===== src/rtl/updown_counter_n.sv =====
// rtl/updown_counter_n.sv - N-bit modulo-M up/down counter with load, wrap/saturate, tc pulse and sticky ovf
// Define UPDOWN_COUNTER_GRAY_OUT_EN to present count as the Gray code of the internal binary value.
module updown_counter_n #(
  parameter int WIDTH  = 4,
  parameter int MODULO = 16
) (
  input  logic             clk,
  input  logic             reset,
  input  logic             E,
  input  logic             x,
  input  logic             load,
  input  logic [WIDTH-1:0] din,
  input  logic             sat_mode,
  output logic [WIDTH-1:0] count,
  output logic             tc,
  output logic             ovf
);

  localparam int unsigned       MAX_I   = MODULO - 1;
  localparam logic [WIDTH-1:0]  MAX_VAL = MAX_I[WIDTH-1:0];
  localparam logic [WIDTH-1:0]  ONE     = {{(WIDTH-1){1'b0}}, 1'b1};

  logic [WIDTH-1:0] bin_q;
  logic             tc_q;
  logic             ovf_q;

  always_ff @(posedge clk) begin
    if (reset) begin
      bin_q <= '0;
      tc_q  <= 1'b0;
      ovf_q <= 1'b0;
    end else if (load) begin
      // Clamp compares against MODULO-1 so the bound never needs WIDTH+1 bits.
      bin_q <= (din > MAX_VAL) ? MAX_VAL : din;
      tc_q  <= 1'b0;
      ovf_q <= 1'b0;
    end else if (E) begin
      if (bin_q > MAX_VAL) begin
        bin_q <= '0;
        tc_q  <= 1'b0;
      end else if (x) begin
        if (bin_q == MAX_VAL) begin
          bin_q <= sat_mode ? MAX_VAL : '0;
          tc_q  <= 1'b1;
          ovf_q <= 1'b1;
        end else begin
          bin_q <= bin_q + ONE;
          tc_q  <= 1'b0;
        end
      end else begin
        if (bin_q == '0) begin
          bin_q <= sat_mode ? '0 : MAX_VAL;
          tc_q  <= 1'b1;
          ovf_q <= 1'b1;
        end else begin
          bin_q <= bin_q - ONE;
          tc_q  <= 1'b0;
        end
      end
    end else begin
      tc_q <= 1'b0;
    end
  end

`ifdef UPDOWN_COUNTER_GRAY_OUT_EN
  // Pure function of the register, so latency matches the binary output.
  assign count = bin_q ^ (bin_q >> 1);
`else
  assign count = bin_q;
`endif

  assign tc  = tc_q;
  assign ovf = ovf_q;

endmodule


===== config.mk =====
export PLATFORM = sky130hd
export DESIGN_NAME = updown_counter_n
export DESIGN_NICKNAME = d
export VERILOG_FILES = /design/src/rtl/updown_counter_n.sv
export SDC_FILE = /design/constraint.sdc
export NUM_CORES = 1
export LEC_CHECK = 0
export ABC_AREA = 1
export CAP_MARGIN = 15
export CORE_AREA = 2 2 39 41
export DETAILED_ROUTE_END_ITERATION = 10
export DIE_AREA = 0 0 41 43
export GPL_TIMING_DRIVEN = 1
export PLACE_DENSITY = 0.64
export RECOVER_POWER = 50
export SLEW_MARGIN = 40
export SYNTH_ARGS = -nofsm -noshare
export SYNTH_HDL_FRONTEND = slang
export SYNTH_SLANG_ARGS = --single-unit

===== constraint.sdc =====
create_clock -name clk -period 2.3 [get_ports clk]
set_input_delay 0.46 -clock clk [delete_from_list [all_inputs] [get_ports clk]]
set_output_delay 0.46 -clock clk [all_outputs]
set_load 0.02 [all_outputs]

==> summary by stage, run 1 <==
STA
The headroom to the max-slew limit is 78.30%. The setup-violating endpoint count in the final report is 0. Based on the critical path, the design can be clocked at up to 532.6 MHz. The final critical path takes up 81.64% of the cycle.

Adding up every negative setup slack in the final design gives 0 ns. Setup repair after global routing left no endpoint under its margin. The slew of the pin with the lowest slew margin is 0.3251 ns. The max-slew violation total from the final report is 0. The clock period could shrink to 1.878 ns. The hold violation total from the final report came to 0. Clock skew on the completed layout was measured at 0.002295 ns.

Finish
0 antenna diodes ended up in the layout. At the end of the flow, the number of nets in the layout was 112. The count of cells in the finished layout, fillers not included, comes to 114. The area used by multi-input combinational logic is 299.0 sq um. The area growth from synthesis to layout is 33.58%.

The fraction of layout cells with a size suffix above 1 is 8.163%. The total of fill cells in the finished design is 156. Measured on the finished design, the core utilization comes to 48.19%. Across the whole layout, storage elements account for 120.1 sq um.

Die
The number of placement rows is 14. The die footprint is 1763 sq um. The die width is 41 um.

Pin placement for this block handled 16 I/O pins. The initial utilization of the core area, before any placement, comes to 36.08%. The area inside the core boundary is 1384 sq um. The chip height is 43 um.

Power
The overall power consumption is 0.0003246 W. The maximum VDD drop is 0.3778 mV. The standby leakage power is 0.3150 nW.

In this run the power density over the cells is 486.7 nW/um^2.

Drt
Wires add up to 1088 um. The detailed router's first-iteration violation count is 11. The antenna violation net count after detailed routing is 0. The average routed wire per standard cell is 9.544 um.

The post-detailed-route DRC marker count is 0. Using the TritonRoute via totals, the vias-per-cell ratio works out to 4.737. The number of iterations in the first detailed-routing pass is 4. The via count is 540.

Setup path
In this run the worst path has a maximum fanout of 10. The number of cells on the critical path is 1. STA classifies the critical path startpoint as a flop. For the worst flop-to-flop path, the logic depth is 9. The slowest stage cell on the critical path is clkdlybuf4s50_1. The worst path required time is 1.84 ns. Data on the critical path arrives at its endpoint at 1.42 ns. In this design, the largest share of critical-path delay is due to buffers and inverters.

The number of buffers and inverters on the critical path is 1. The critical path starts at count[3]. The worst setup path is captured at an output port. Traced cell by cell, the critical path runs through clkdlybuf4s50_1. The critical path class is reg2out.

The critical register-to-register path startpoint is count[0]. The largest stage delay on the critical path is 0.67 ns.

Logic synthesis
The synthesized area per cell is 6.163 sq um. The synthesized netlist cell count is 81. The portion of the post-synthesis area used by sequential elements is 24.06%. The mapped netlist covers 499.2 sq um. The number of different library cells in the post-synthesis netlist is 18.

Synthesis inferred 6 register bits. The synthesized net count is 93. The number of warnings issued by yosys is 0.

CTS
The root buffer cell is clkbuf_4. The CTS tree is built. The tree built by TritonCTS fans out to 6 sinks. The clock network latency to the later pin of the worst-skew pair is 0.25 ns. Clock-pin slew was measured on the worst setup and hold paths at 0.04 ns. Once the clock tree was built, the resizer swapped 0 gates to a different size. The clock passes through at most 2 buffers. The number of hold buffers added after CTS was 0. CTS built an H-tree with a depth of 1. The CTS buffer count is 3.

Buffers added to address setup during post-CTS repair amount to 0.

Global route
The via count of the first global-routing pass came to 497. Entering global routing, the biggest net connects 11 pins. The number of antenna violations at the first check in global routing is 0. The global routing usage summed across all routing layers is 15.29%. The global-route wire length before repair is 1932 um. The total overflow left after global routing is 0.

Placed design
The number of placed cells counting well taps is 111. The last weighted congestion value of the routability-driven placer is 0.8174. After legalization and detailed placement, the total HPWL measured 904.9 um. The count of input and output buffers is 15.

Hold path
Along the worst hold path, the cell count comes to 2. The startpoint of the lowest-slack hold path is ovf. The path class of the tightest hold or removal check is reg2reg.

Job
Across the run, the number of max-cap violations was 0.

Outcome
The run finished with clean final reports.
[synth_stat cells]
library cell | n | area (sq um)
xnor2_1 | 1 | 8.760
nand4_1 | 2 | 12.51
dfxtp_1 | 6 | 120.1
inv_1 | 11 | 41.29
inv_4 | 1 | 6.260
a22oi_1 | 3 | 22.52
nor2_1 | 10 | 37.54
o21ai_1 | 3 | 15.01
nand3_2 | 1 | 10.01
nor2_2 | 2 | 12.51
a21oi_2 | 2 | 17.52
nand3_1 | 7 | 35.03
buf_6 | 2 | 22.52
nand2_2 | 1 | 6.260
nand2_1 | 23 | 86.33
o21ai_0 | 1 | 5.000
ha_1 | 2 | 25.02
a21oi_1 | 3 | 15.01
[power breakdown]
group | internal, W | leakage (nW) | switching [W]
logic | 0.0000510 | 0.252 | 0.0000582
clock network | 0.0000589 | 0.0138 | 0.0000369
registers | 0.000111 | 0.0494 | 0.00000873
total | 0.000221 | 0.315 | 0.000104
[cells in the final DEF (no fill, tap or decap), drive strengths merged]
master / Yosys / routed
a21oi: 5 / 5
a22oi: 3 / 3
buf: 2 / 1
clkbuf: 0 / 3
clkdlybuf4s50: 0 / 15
dfxtp: 6 / 6
ha: 2 / 2
inv: 12 / 12
nand2: 24 / 24
nand3: 8 / 8
nand4: 2 / 2
nor2: 12 / 12
o21ai: 4 / 4
xnor2: 1 / 1
[metrics by stage]
stage          cell area, sq um  worst slack [ns]  hold slack (ns)
4_1_cts                   676.9            0.3845           0.4618
2_1_floorplan             499.2            0.9276           0.5224
5_1_grt                   666.9            0.3307           0.4883
3_5_place_dp              654.4            0.6513           0.4560
6_report                  666.9            0.4223           0.4574
3_3_place_gp              654.4            0.6754           0.4497
[final timing paths]
| check | to | slack, ns |
|---|---|---|
| max | count[3] | 0.42 |
| min | ovf | 0.46 |
| max reg2reg | count[0] | 0.85 |
| min reg2reg | ovf | 0.46 |
[registers in the layout (all words and copies together) (netlist names)]
register,cells
tc,1
ovf,1
count,4
[worst register-to-register path, cell delays in order, from the launching register on]
cell and delay (ns):
dfxtp_1 0.45, inv_1 0.12, ha_1 0.25, nand2_1 0.11
nor2_1 0.07, nand2_1 0.09, nand3_1 0.07, nand2_1 0.06
nand2_1 0.06, a21oi_2 0.11
[kinds of logic after synthesis]
family	synth area share [%]
and+or+nand+nor	40.10
buffers and inverters	14.04
AOI/OAI and AO/OA	15.04
DFF	24.06
adders and majority gates	5.012
xor gates and xnor gates	1.755
[layer usage]
layer	up-vias	routed length [um]	global-route usage [%]	part of all wire, %
met5	-	0	0	0
met4	0	0	2.000	0
met3	0	27	4.712	2.5
met2	6	553	23.75	51
met1	238	506	20.71	47
li1	296	-	-	-
[cell type report]
class	count	share of cell area, %
inverters	12	7.129
well taps	16	3.002
repair buffers	16	23.64
flip-flops and latches	6	18.01
multi-input cells	61	44.84
clock buffers	3	3.377
(Power assumes the default switching activity.)
==> run 2: changes to the inputs <==
--- a/config.mk
+++ b/config.mk
@@ -11,7 +11,7 @@
 export DETAILED_ROUTE_END_ITERATION = 10
 export DIE_AREA = 0 0 41 43
 export GPL_TIMING_DRIVEN = 1
-export PLACE_DENSITY = 0.64
+export PLACE_DENSITY = 0.67
 export RECOVER_POWER = 50
 export SLEW_MARGIN = 40
 export SYNTH_ARGS = -nofsm -noshare
==> constraint.sdc (replaced) <==
create_clock -name clk -period 1.7 [get_ports clk]
set_input_delay 0.34 -clock clk [delete_from_list [all_inputs] [get_ports clk]]
set_output_delay 0.34 -clock clk [all_outputs]
set_load 0.02 [all_outputs]
==> summary by stage, run 2 (same netlist as run 1, synthesis figures left out) <==
Global route
Global routing finished with a remaining overflow of 0. The number of antenna violations at the first check in global routing is 0. The maximum number of pins on one net before global-route repair is 10. The global routing usage summed across all routing layers is 14.79%. The via count of the first global-routing pass is 458. The first global-routing pass estimated 1773 um of wire.

Finish
The post-route netlist has 10.10% of its cells at a drive strength greater than 1. The sequential cells in the finished layout cover a total of 120.1 sq um. The antenna diode instance count is 0.

The library cell used most frequently in the layout, excluding fill and tap cells, is nand2_1. In the layout the commonest cells are 24 x nand2_1, 13 x clkdlybuf4s50_1, 11 x inv_1, 11 x nor2_1, 7 x nand3_1. The final core utilization is 48.64%. The final layout net count is 113.

The area used by multi-input combinational logic is 304.0 sq um. After routing the design area is 673.1 sq um. Relative to the synthesized area, the layout overhead comes to 34.84%.

The register with the most flip-flops in the layout has 4 of them. After filler insertion, the fill cell instance count of the layout stands at 153.

Drt
The routed layout has 563 vias. The post-detailed-routing wire length is 1085 um. In the routed design, unresolved DRC markers number 0. The detail route stage leaves a number of antenna-violating nets equal to 0. The number of iterations in the first detailed-routing pass is 4. In the routed layout, each cell is associated on average with a via count of 4.896.

The average routed wire per standard cell is 9.435 um. In this run, the number of DRC markers left after iteration 0 of detailed routing was 18.

Setup path
The slowest stage cell on the critical path is clkdlybuf4s50_1. The largest stage delay on the critical path is 0.63 ns. The critical path class is reg2out.

In this run the worst path has a maximum fanout of 5. The worst path required time is 1.36 ns. In this run the register-to-register setup slack is 0.26 ns.

The data arrival at the endpoint of the critical path is 1.28 ns. In this run the critical register-to-register path is launched from count[1]. The critical path goes through clkdlybuf4s50_1. On the critical path the largest part of the delay comes from buffers and inverters. The critical register-to-register path endpoint is count[1]. Together, buffers and inverters on the worst path number 1. The most critical setup path has its startpoint at count[1]. The worst setup path is launched from a flop. The capturing element type of the critical path is an output port.

Measured in cells, the most critical reg-to-reg path has a length of 9.

STA
After routing, the total negative slack on setup checks comes to 0 ns. The slew of the pin with the lowest slew margin is 0.2494 ns. Setup repair after global routing left no endpoint under its margin.

The minimum clock period is 1.618 ns. The max-slew violation total from the final report is 0. The setup-violating endpoint count in the final report is 0.

For this run, the top clock speed supported by timing is 618.2 MHz. The hold violation total from the final report is 0. The worst slack on hold paths is 0.4606 ns. Dividing the final minimum period by the clock period gives 95.16%.

Headroom to the max-slew limit came out at 83.35%. The worst setup skew after layout is 0.0002662 ns.

CTS
The root buffer cell is clkbuf_4. The number of levels in the clock H-tree is 1. The total of hold buffers inserted after clock tree synthesis is 0. The total clock sinks is 6. The CTS buffer count is 3.

The later pin in the worst-skew pair is clocked with a latency of 0.24 ns. The CTS tree is built. The CTS clock-pin slew for the worst setup and hold paths is 0.04 ns.

The maximum clock path buffer count is 2.

Hold path
The number of cells traversed by the worst hold path is 2. The worst hold path terminates at ovf. The type of the worst min-delay path is reg2reg. The worst hold path begins at ovf.

Job
The number of maximum-capacitance violations is 0.

Die
The chip height is 43 um. The count of pins on the block boundary is 16. The number of placement rows is 14. The floorplan step defined a die boundary enclosing 1763 sq um. Once the floorplan was initialized, standard cells occupied 36.08% of the core. The core region is 1384 sq um. The floorplan step set the die width to 41 um.

Outcome
The flow ran to the end, and the final reports show no timing, DRC or antenna violations.

Placed design
Input and output buffers added on the ports amount to 15. The last weighted congestion value of the routability-driven placer is 0.8124. The post-detailed-placement half-perimeter wirelength is 897.4 um. Summing all placed instances gives a cell area of 661.9 sq um.

Power
Across the VDD grid, the largest voltage drop is 0.5264 mV. The areal power density over the cells is 650.2 nW/um^2. The analysis attributes to cell leakage a power of 0.3212 nW.
-- run 2: how the worst max path moves through the flow --
| stage | end | cells past startpoint |
|---|---|---|
| 2_1_floorplan | count[0] | 9 |
| 3_3_place_gp | count[2] | 6 |
| 3_5_place_dp | count[3] | 6 |
| 4_1_cts | count[0] | 1 |
| 5_1_grt | count[1] | 1 |
| 6_report | count[1] | 1 |
-- run 2: where the power goes --
part / internal, W / switching, W / leakage (nW)
Clock: 0.0000796 / 0.0000476 / 0.0138
Sequential: 0.000150 / 0.00000848 / 0.0494
Combinational: 0.0000686 / 0.0000835 / 0.258
-- run 2: layout make-up --
cell class	count	share of cell area, %
repair buffers	17	23.61
well taps	16	2.974
flip-flops and latches	6	17.84
clock buffers	3	3.346
multi-input cells	61	45.17
inverters	12	7.063
-- run 2: through the flow --
step / power [W] / worst slack, ns / std cells
floorplan: 0.0002632 / 0.3276 / 81
global placement: 0.0003179 / 0.2483 / 112
detailed placement: 0.0003193 / 0.2415 / 112
CTS: 0.0004534 / 0.004093 / 115
global route: 0.0004831 / 0.02305 / 115
finish: 0.0004377 / 0.08233 / 115
-- run 2: metal layers --
| metal | vias up | GRT usage, % | part of all wire, % | wire length, um |
|---|---|---|---|---|
| met2 | 14 | 22.19 | 50 | 542 |
| met1 | 251 | 18.77 | 45 | 487 |
| met3 | 0 | 7.853 | 5.1 | 55 |
| met4 | 0 | 2.000 | 0 | 0 |
| li1 | 298 | - | - | - |
| met5 | - | 0 | 0 | 0 |
-- run 2: what timing repair did --
action                                  CTS  global route
endpoints found under the setup margin    0             1
buffers inserted                          0             0
gates resized for setup                   0             1
